===== src/rtl/bus_arbiter.sv =====
`default_nettype none
// ============================================================================
// Module      : bus_arbiter
// Description : Shares the system bus between the CPU (requester 0, default
//               owner) and up to three bus-master peripherals. Ownership only
//               changes at CPU instruction boundaries, with a one-cycle idle
//               turnaround each way. The CPU is stalled while a peripheral
//               owns the bus.
// Ports       : clk, reset (async, active-low), clk_ce (CPU-rate enable),
//               cpu_sync (CPU at instruction boundary),
//               req/ack (per-requester request/grant), cpu_hold (CPU stall),
//               m_* (per-requester bus slices), address_out/data_out/read/
//               write/bus_status (muxed bus), owner (current owner index),
//               overrun (sticky hold-time violation flag)
// Revision    : 1.0 - initial release
// ============================================================================
module bus_arbiter #(
  parameter int          N_REQ    = 3,
  parameter int          RR_MODE  = 0,
  parameter logic [15:0] MAX_HOLD = 16'd4096
) (
  input  logic                 clk,
  input  logic                 reset,
  input  logic                 clk_ce,
  input  logic                 cpu_sync,
  input  logic [N_REQ-1:0]     req,
  output logic [N_REQ-1:0]     ack,
  output logic                 cpu_hold,
  input  logic [N_REQ*24-1:0]  m_address,
  input  logic [N_REQ*8-1:0]   m_data,
  input  logic [N_REQ-1:0]     m_read,
  input  logic [N_REQ-1:0]     m_write,
  input  logic [N_REQ*2-1:0]   m_bus_status,
  output logic [23:0]          address_out,
  output logic [7:0]           data_out,
  output logic                 read,
  output logic                 write,
  output logic [1:0]           bus_status,
  output logic [1:0]           owner,
  output logic                 overrun
);

  localparam logic [1:0] c_OWN_CPU = 2'd0;
  localparam logic [1:0] c_TURN    = 2'd1;
  localparam logic [1:0] c_OWN_P   = 2'd2;
  localparam logic [1:0] c_RET     = 2'd3;

  logic [1:0]  r_state;
  logic [1:0]  r_sel;
  logic [1:0]  r_last;
  logic [15:0] r_hold_cnt;
  logic        r_overrun;

  logic        w_any_req;
  logic        w_req_sel;
  logic [1:0]  w_win;
  logic [15:0] w_cnt_inc;
  logic [1:0]  w_src;
  logic        w_bus_en;
  int          w_dist;
  int          w_best;

  assign w_any_req = |req[N_REQ-1:1];
  assign w_cnt_inc = (r_hold_cnt == 16'hFFFF) ? r_hold_cnt : r_hold_cnt + 16'd1;

  // Request level of the currently selected peripheral.
  always_comb begin
    w_req_sel = 1'b0;
    for (int i = 0; i < N_REQ; i++) begin
      if (r_sel == 2'(i)) w_req_sel = req[i];
    end
  end

  // Winner selection. Round-robin measures each requester's distance upward
  // from the last granted index (wrapping over peripherals only); the
  // closest asserted requester wins.
  always_comb begin
    w_win  = 2'd0;
    w_dist = 0;
    w_best = N_REQ;
    if (RR_MODE == 0) begin
      for (int j = 1; j < N_REQ; j++) begin
        if (req[j]) w_win = 2'(j);
      end
    end else begin
      for (int j = 1; j < N_REQ; j++) begin
        w_dist = j - int'(r_last);
        if (w_dist <= 0) w_dist = w_dist + (N_REQ - 1);
        if (req[j] && (w_dist < w_best)) begin
          w_best = w_dist;
          w_win  = 2'(j);
        end
      end
    end
  end

  always_ff @(posedge clk or negedge reset) begin
    if (!reset) begin
      r_state    <= c_OWN_CPU;
      r_sel      <= 2'd0;
      r_last     <= 2'd0;
      r_hold_cnt <= 16'd0;
      r_overrun  <= 1'b0;
    end else if (clk_ce) begin
      case (r_state)
        c_OWN_CPU: begin
          if (cpu_sync && w_any_req) begin
            r_state <= c_TURN;
            r_sel   <= w_win;
          end
        end
        c_TURN: begin
          r_hold_cnt <= 16'd0;
          r_state    <= w_req_sel ? c_OWN_P : c_RET;
        end
        c_OWN_P: begin
          if (w_req_sel) begin
            r_hold_cnt <= w_cnt_inc;
            // Flag only; the grant stays with the peripheral.
            if (w_cnt_inc >= MAX_HOLD) r_overrun <= 1'b1;
          end else begin
            r_state    <= c_RET;
            r_last     <= r_sel;
            r_hold_cnt <= 16'd0;
          end
        end
        c_RET: begin
          r_hold_cnt <= 16'd0;
          // Chain directly to the next peripheral without re-granting the CPU.
          if (w_any_req) begin
            r_state <= c_TURN;
            r_sel   <= w_win;
          end else begin
            r_state <= c_OWN_CPU;
          end
        end
        default: r_state <= c_OWN_CPU;
      endcase
    end
  end

  // Bus source: CPU in OWN_CPU, selected peripheral in OWN_P, idle otherwise.
  assign w_src    = (r_state == c_OWN_P) ? r_sel : 2'd0;
  assign w_bus_en = (r_state == c_OWN_CPU) || (r_state == c_OWN_P);
  assign cpu_hold = (r_state != c_OWN_CPU);
  assign owner    = w_src;
  assign overrun  = r_overrun;

  always_comb begin
    ack         = '0;
    address_out = 24'd0;
    data_out    = 8'd0;
    read        = 1'b0;
    write       = 1'b0;
    bus_status  = 2'b00;
    for (int i = 0; i < N_REQ; i++) begin
      if (w_bus_en && (w_src == 2'(i))) begin
        ack[i]      = 1'b1;
        address_out = m_address[i*24 +: 24];
        data_out    = m_data[i*8 +: 8];
        read        = m_read[i];
        write       = m_write[i];
        bus_status  = m_bus_status[i*2 +: 2];
      end
    end
  end

endmodule
`default_nettype wire


===== config.mk =====
export PLATFORM = sky130hd
export DESIGN_NAME = bus_arbiter
export DESIGN_NICKNAME = d
export VERILOG_FILES = /design/src/rtl/bus_arbiter.sv
export SDC_FILE = /design/constraint.sdc
export NUM_CORES = 1
export LEC_CHECK = 0
export CAP_MARGIN = 10
export CORE_ASPECT_RATIO = 0.8
export CORE_UTILIZATION = 35
export CTS_CLUSTER_DIAMETER = 100
export DETAILED_ROUTE_END_ITERATION = 6
export GPL_TIMING_DRIVEN = 0
export PLACE_DENSITY = 0.93
export SKIP_CTS_REPAIR_TIMING = 1
export SLEW_MARGIN = 20
export SYNTH_ARGS = -nofsm -noshare
export SYNTH_HDL_FRONTEND = slang
export SYNTH_SLANG_ARGS = --single-unit

===== constraint.sdc =====
create_clock -name clk -period 3.1 [get_ports clk]
set_clock_uncertainty 0.1 [all_clocks]
set_input_delay 0.31 -clock clk [delete_from_list [all_inputs] [get_ports clk]]
set_output_delay 0.31 -clock clk [all_outputs]
set_load 0.01 [all_outputs]

==> results.toml, run 1 <==
[setup_path]
worstSetupPathType = "reg -> out"
timing.critical_path.slowest_cell_delay_ns = 0.54
critPathSlowestCell = "sky130_fd_sc_hd__clkdlybuf4s50_1"
critical_path_peak_fanout = 10
end_kind = "primary output"
critical_path_arrival_ns = 2.57
critical_path.cell_chain = "inv_1 -> ha_2 -> and2_2 -> nor2b_1 -> buf_2 -> buf_2 -> a222oi_1 -> inv_1 -> clkdlybuf4s50_1"
worstPathRequired_ns = 2.69
critPathLaunchType = "flop"

[drt]
dr.pass1.iters = 7
drt_first_iter_violations = 369
routed_wirelength_um = 8400
avgRoutedWirePerCell_um = 18.1
number_of_vias_in_the_routed_layout = 2738
avgViaCountPerCell = 5.90
detail-route-antenna-nets = 0
drcViolationCount = 10

[synth]
synth_nets = 361
post_synth_edffs = 0
netlist-cell-type-count = 42
most_area_consuming_cells_after_synthesis = "sky130_fd_sc_hd__dfrtp_1 28%, sky130_fd_sc_hd__a222oi_1 19%, sky130_fd_sc_hd__inv_1 7.9%"
synth_top_cell_area_share = 0.276
compound_gate_fraction_of_synth_area = 0.360
synth_area_leader_cell = "sky130_fd_sc_hd__dfrtp_1"
postSynth.topFlopCell = "sky130_fd_sc_hd__dfrtp_1"
yosys.area_share.adder = 0.0329
synth.avg_cell_area_sq_um = 7.89
ranking_of_synthesized_cells_by_instance_count = "40 x sky130_fd_sc_hd__inv_1, 36 x sky130_fd_sc_hd__a222oi_1, 21 x sky130_fd_sc_hd__dfrtp_1, 14 x sky130_fd_sc_hd__a21oi_1, 14 x sky130_fd_sc_hd__clkbuf_1"
ys_ff_latch = 21
yosys_warnings = 0
post-synth-top-count-cell = "sky130_fd_sc_hd__inv_1"
synth.cell_area_sq_um = 1900
synth_top_family_by_area = "compound AO/OA/AOI/OAI gates"
synth_simple_gate_area_share = 0.186
synth.yosys.seq_area_share = 0.276
postSynth.asyncResetShare = 1.00
post_synth_mux_area_share = 0.0217
xor_xnor_share_of_the_synthesized_area = 0
synthCells = 241

[finish]
synthToLayoutAreaGrowth_pct = 91.3
share_of_post_route_cells_with_drive_strength_above_1 = 0.0597
insertedDiodeCount = 0
fin_nets = 523
final_core_utilization = 0.710
final.fill_count = 374

[clock_network]
cts.reportedPaths.clkPinSlew_ns = 0.08
h-tree-depth = 1
clock_sink_count = 21
insertion_delay_ns = 0.26
cts-root-to-sink-buffers = 2
numCtsBuffers = 3
tritoncts = "done"
clock-root-buffer = "sky130_fd_sc_hd__clkbuf_8"

[pwr]
ir_drop_mv = 0.310
total_leakage_power_nw = 1.62
fin_total_pwr_w = 0.00220
power.density_cell_area_nw_per_um2 = 604

[worst_hold_path]
worst_hold_path_type = "reg -> reg"

[die]
core.rowCount = 23
vertical_die_dimension_um = 67.9
initial_core_util = 0.371
dieArea_sq_um = 5730
design.portCount = 158
chipWidth_um = 84.4
placeableCoreArea_sq_um = 5120

[outcome]
violated_checks = "DRC"
outcome = "finished with violations"

[place]
weighted_congestion_at_the_end_of_routability_driven_global_placement = 0.958
dpl.hpwl_um = 6610
io_buffers = 157

[global_routing]
grt_antenna_before_repair = 0
grt_remaining_overflow = 0
first_global_vias = 2460
grt_start_max_net_pins = 22
grt.total_usage = 0.270
grt_pass1_wl_um = 12100

[timing]
timing.final.crit_share = 0.961
tightest_slew_margin_relative_to_the_limit = 0.375
period_needed_ns = 2.98
achievable-frequency_mhz = 336
finalHoldViolCount = 0
slew_at_the_pin_closest_to_its_max_slew_limit_ns = 0.935
slew_violations = 0
setup_viol_count_final = 0

[job]
max_cap_violations = 0
==> critical path, delay by kind of cell (launching register included) <==
family	cells	cell delay, ns
buf+inv	5	1.23
fa+ha+maj	1	0.28
compound gates	1	0.11
flops	1	0.41
simple gates	2	0.29
==> final timing paths <==
| path | startpoint | end | slack [ns] | cells past startpoint |
|---|---|---|---|---|
| worst max-delay path | r_state[0]$_DFFE_PN0P_ | address_out[9] | 0.12 | 9 |
| worst min-delay path | overrun$_DFFE_PN0P_ | overrun$_DFFE_PN0P_ | 0.39 | 1 |
| worst max register to register | r_hold_cnt[0]$_DFFE_PN0P_ | r_hold_cnt[9]$_DFFE_PN0P_ | 0.78 | 7 |
| worst min register to register | overrun$_DFFE_PN0P_ | overrun$_DFFE_PN0P_ | 0.39 | 1 |
| max in group asynchronous | reset | overrun$_DFFE_PN0P_ | 1.87 | 1 |
| min in group asynchronous | reset | r_state[0]$_DFFE_PN0P_ | 0.46 | 1 |
==> cell families (layout without fill, tap and decap cells) <==
logic type / after synthesis / in the layout
multiplexers: 4 / 4
AO/OA/AOI/OAI: 87 / 87
flip-flops: 21 / 21
AND/OR/NAND/NOR: 65 / 65
adder cells (fa/ha/maj): 5 / 5
buffers and inverters: 59 / 220
==> final cells by class <==
class | count | area, sq um | share of cell area
Buffer | 18 | 98.8 | 0.0272
Clock buffer | 4 | 45.0 | 0.0124
Inverter | 40 | 150 | 0.0413
Multi-Input combinational cell | 161 | 1160 | 0.318
Sequential cell | 21 | 526 | 0.145
Tap cell | 62 | 77.6 | 0.0213
Timing Repair Buffer | 158 | 1580 | 0.435
==> layer usage <==
layer	GRT usage	vias to the layer above	wire, um
li1	-	1270	-
met1	0.338	1281	3280
met2	0.475	168	4150
met3	0.0615	19	748
met4	0.0784	0	222
met5	0	-	0
==> registers in the layout (all words and copies together) (netlist names) <==
register    cells
r_state         2
r_hold_cnt     16
r_sel           2
overrun         1
==> report_power, final <==
group / internal [W] / leakage (nW) / switching (W)
Clock: 0.0000918 / 0.0228 / 0.0000918
Sequential: 0.000309 / 0.283 / 0.0000460
Combinational: 0.000907 / 1.31 / 0.000752
==> cells in the final DEF (no fill, tap or decap), types with 8 or more instances in the layout <==
| master | instances |
|---|---|
| sky130_fd_sc_hd__a21oi_1 | 14 |
| sky130_fd_sc_hd__clkdlybuf4s50_1 | 156 |
| sky130_fd_sc_hd__inv_1 | 40 |
| sky130_fd_sc_hd__nand2_1 | 12 |
| sky130_fd_sc_hd__a222oi_1 | 36 |
| sky130_fd_sc_hd__a31oi_1 | 8 |
| sky130_fd_sc_hd__nor2_1 | 13 |
| sky130_fd_sc_hd__o21ai_0 | 9 |
| sky130_fd_sc_hd__dfrtp_1 | 21 |
| sky130_fd_sc_hd__nand4_1 | 9 |
==> per-stage QoR <==
| step | cell area (sq um) | instances | TNS (ns) | setup slack (ns) | hold WS [ns] |
|---|---|---|---|---|---|
| after floorplan | 1900 | 241 | 0 | 0.803 | -0.0856 |
| after global placement | 3550 | 460 | 0 | 0.0736 | 0.366 |
| after detailed placement | 3550 | 460 | -0.0530 | -0.0172 | 0.366 |
| after CTS | 3590 | 464 | -8.17 | -0.315 | 0.387 |
| after global routing | 3640 | 464 | -0.00161 | -0.00161 | 0.423 |
| final | 3640 | 464 | 0 | 0.121 | 0.387 |
Note: power is estimated with default switching activity, not from simulation.
==> run 2, diff against run 1 <==
CORE_UTILIZATION = 36   (was 35)
CTS_BUF_LIST = sky130_fd_sc_hd__clkbuf_8   (was not set)
PLACE_DENSITY = 0.95   (was 0.93)
==> run 2 against run 1 <==
Effect of this change:
- the flow still finishes with violations (DRC)
- design area stayed put
- sequential power hardly changed
- non-clock buffer count stayed put
- worst setup slack better by 0.0057 ns
- core utilization is 1.2 points higher
- power is 0.34% higher
- critical path type unchanged
- largest cell class unchanged
==> results.toml, run 2 (synthesis gave the netlist of run 1 again) <==
[outcome]
outcome = "finished with violations"
violated_checks = "DRC"

[die]
placeableCoreArea_sq_um = 5040
chipWidth_um = 83.2
core.rowCount = 23
dieArea_sq_um = 5580
design.portCount = 158
initial_core_util = 0.377
vertical_die_dimension_um = 67.0

[global_routing]
grt.total_usage = 0.275
grt_pass1_wl_um = 12100
grt_start_max_net_pins = 22
grt_antenna_before_repair = 0
grt_remaining_overflow = 0
first_global_vias = 2465

[finish]
most-common-layout-cells = "155 x sky130_fd_sc_hd__clkdlybuf4s50_1, 41 x sky130_fd_sc_hd__inv_1, 36 x sky130_fd_sc_hd__a222oi_1"
largest_register_ff_count = 16
final_core_utilization = 0.722
layout_commonest_cell = "sky130_fd_sc_hd__clkdlybuf4s50_1"
fin_nets = 523
final.fill_count = 352
reg.largest.list = "r_hold_cnt: 16 flops, r_sel: 2 flops, r_state: 2 flops"
largest-register = "r_hold_cnt"
synthToLayoutAreaGrowth_pct = 91.3
share_of_post_route_cells_with_drive_strength_above_1 = 0.0597
insertedDiodeCount = 0

[drt]
drcViolationCount = 22
dr.pass1.iters = 7
avgViaCountPerCell = 5.89
drt_first_iter_violations = 417
avgRoutedWirePerCell_um = 18.3
routed_wirelength_um = 8480
detail-route-antenna-nets = 0
number_of_vias_in_the_routed_layout = 2735

[timing]
setup_viol_count_final = 0
timing.final.crit_share = 0.959
slew_violations = 0
tightest_slew_margin_relative_to_the_limit = 0.349
worst_hold_margin_ns = 0.397
achievable-frequency_mhz = 336
finalHoldViolCount = 0
period_needed_ns = 2.97
slew_at_the_pin_closest_to_its_max_slew_limit_ns = 0.974

[setup_path]
worstSetupPathType = "reg -> out"
worst_r2r_startpoint = "r_state[0]$_DFFE_PN0P_"
critical_path_peak_fanout = 10
r2r.worst_path.cells = 8
end_kind = "primary output"
cp-startpoint = "r_state[0]$_DFFE_PN0P_"
worst-r2r-setup-slack_ns = 0.80
regToRegEndpoint = "r_hold_cnt[14]$_DFFE_PN0P_"
critPathLaunchType = "flop"
critical_path_arrival_ns = 2.56
worstPathRequired_ns = 2.69
setup.worst_path.end = "data_out[2]"

[clock_network]
h-tree-depth = 1
numCtsBuffers = 3
insertion_delay_ns = 0.27
cts.reportedPaths.clkPinSlew_ns = 0.08
cts-root-to-sink-buffers = 2
tritoncts = "done"
clock-root-buffer = "sky130_fd_sc_hd__clkbuf_8"
clock_sink_count = 21

[pwr]
ir_drop_mv = 0.369
power.density_cell_area_nw_per_um2 = 606
total_leakage_power_nw = 1.64
fin_total_pwr_w = 0.00220

[place]
io_buffers = 157
weighted_congestion_at_the_end_of_routability_driven_global_placement = 0.904
dpl.hpwl_um = 6620

[worst_hold_path]
worst_hold_path_type = "reg -> reg"

[job]
max_cap_violations = 0
[run 2: changes by cell type in the layout (fill, tap and decap cells not counted)]
cell,change
sky130_fd_sc_hd__buf_2,+1
sky130_fd_sc_hd__clkbuf_1,-1
sky130_fd_sc_hd__clkbuf_4,-1
sky130_fd_sc_hd__clkdlybuf4s50_1,-1
sky130_fd_sc_hd__dlymetal6s2s_1,+1
sky130_fd_sc_hd__inv_1,+1
[run 2: power breakdown]
group	internal, W	switching (W)	total, W
registers	0.000308	0.0000470	0.000355
logic	0.000905	0.000760	0.00166
clock network	0.0000885	0.0000959	0.000184
[run 2: critical path, stage by stage (launching register included)]
cell	delay, ns
sky130_fd_sc_hd__dfrtp_1	0.42
sky130_fd_sc_hd__inv_1	0.10
sky130_fd_sc_hd__ha_2	0.27
sky130_fd_sc_hd__and2_2	0.18
sky130_fd_sc_hd__nor2b_1	0.13
sky130_fd_sc_hd__clkbuf_4	0.23
sky130_fd_sc_hd__buf_2	0.26
sky130_fd_sc_hd__a222oi_1	0.11
sky130_fd_sc_hd__inv_1	0.07
sky130_fd_sc_hd__clkdlybuf4s50_1	0.54
[run 2: routing by layer]
metal | part of all wire | GRT usage
met1 | 0.39 | 0.338
met2 | 0.48 | 0.457
met3 | 0.093 | 0.0706
met4 | 0.035 | 0.123
met5 | 0 | 0
[run 2: worst min path at each step]
| stage | startpoint | end | slack, ns | cells after the start |
|---|---|---|---|---|
| final | overrun$_DFFE_PN0P_ | overrun$_DFFE_PN0P_ | 0.40 | 1 |
| after global routing | overrun$_DFFE_PN0P_ | overrun$_DFFE_PN0P_ | 0.42 | 1 |
| after CTS | overrun$_DFFE_PN0P_ | overrun$_DFFE_PN0P_ | 0.39 | 1 |
| after detailed placement | overrun$_DFFE_PN0P_ | overrun$_DFFE_PN0P_ | 0.37 | 1 |
| after global placement | overrun$_DFFE_PN0P_ | overrun$_DFFE_PN0P_ | 0.36 | 1 |
| after floorplan | reset | overrun$_DFFE_PN0P_ | -0.09 | 0 |
[run 2: per-stage QoR]
| step | cell area, sq um | setup slack [ns] | setup TNS (ns) | cells |
|---|---|---|---|---|
| floorplan | 1900 | 0.803 | 0 | 241 |
| global placement | 3550 | 0.0257 | 0 | 460 |
| detailed placement | 3550 | -0.0603 | -0.615 | 460 |
| CTS | 3590 | -0.349 | -9.43 | 464 |
| global route | 3640 | -0.00561 | -0.00852 | 464 |
| finish | 3640 | 0.127 | 0 | 464 |
[run 2: cell type report]
type,instances,area (sq um),area share
Tap cell,62,77.6,0.0213
Timing Repair Buffer,158,1580,0.436
Multi-Input combinational cell,161,1160,0.318
Clock inverter,1,3.75,0.00103
Sequential cell,21,526,0.145
Clock buffer,3,41.3,0.0114
Inverter,40,150,0.0413
Buffer,18,96.3,0.0265
==> run 3, diff against run 2 <==
GPL_ROUTABILITY_DRIVEN = 0   (was not set)
==> results of run 3 <==
No change in the layout: final DEF, timing and power equal those of run 2.
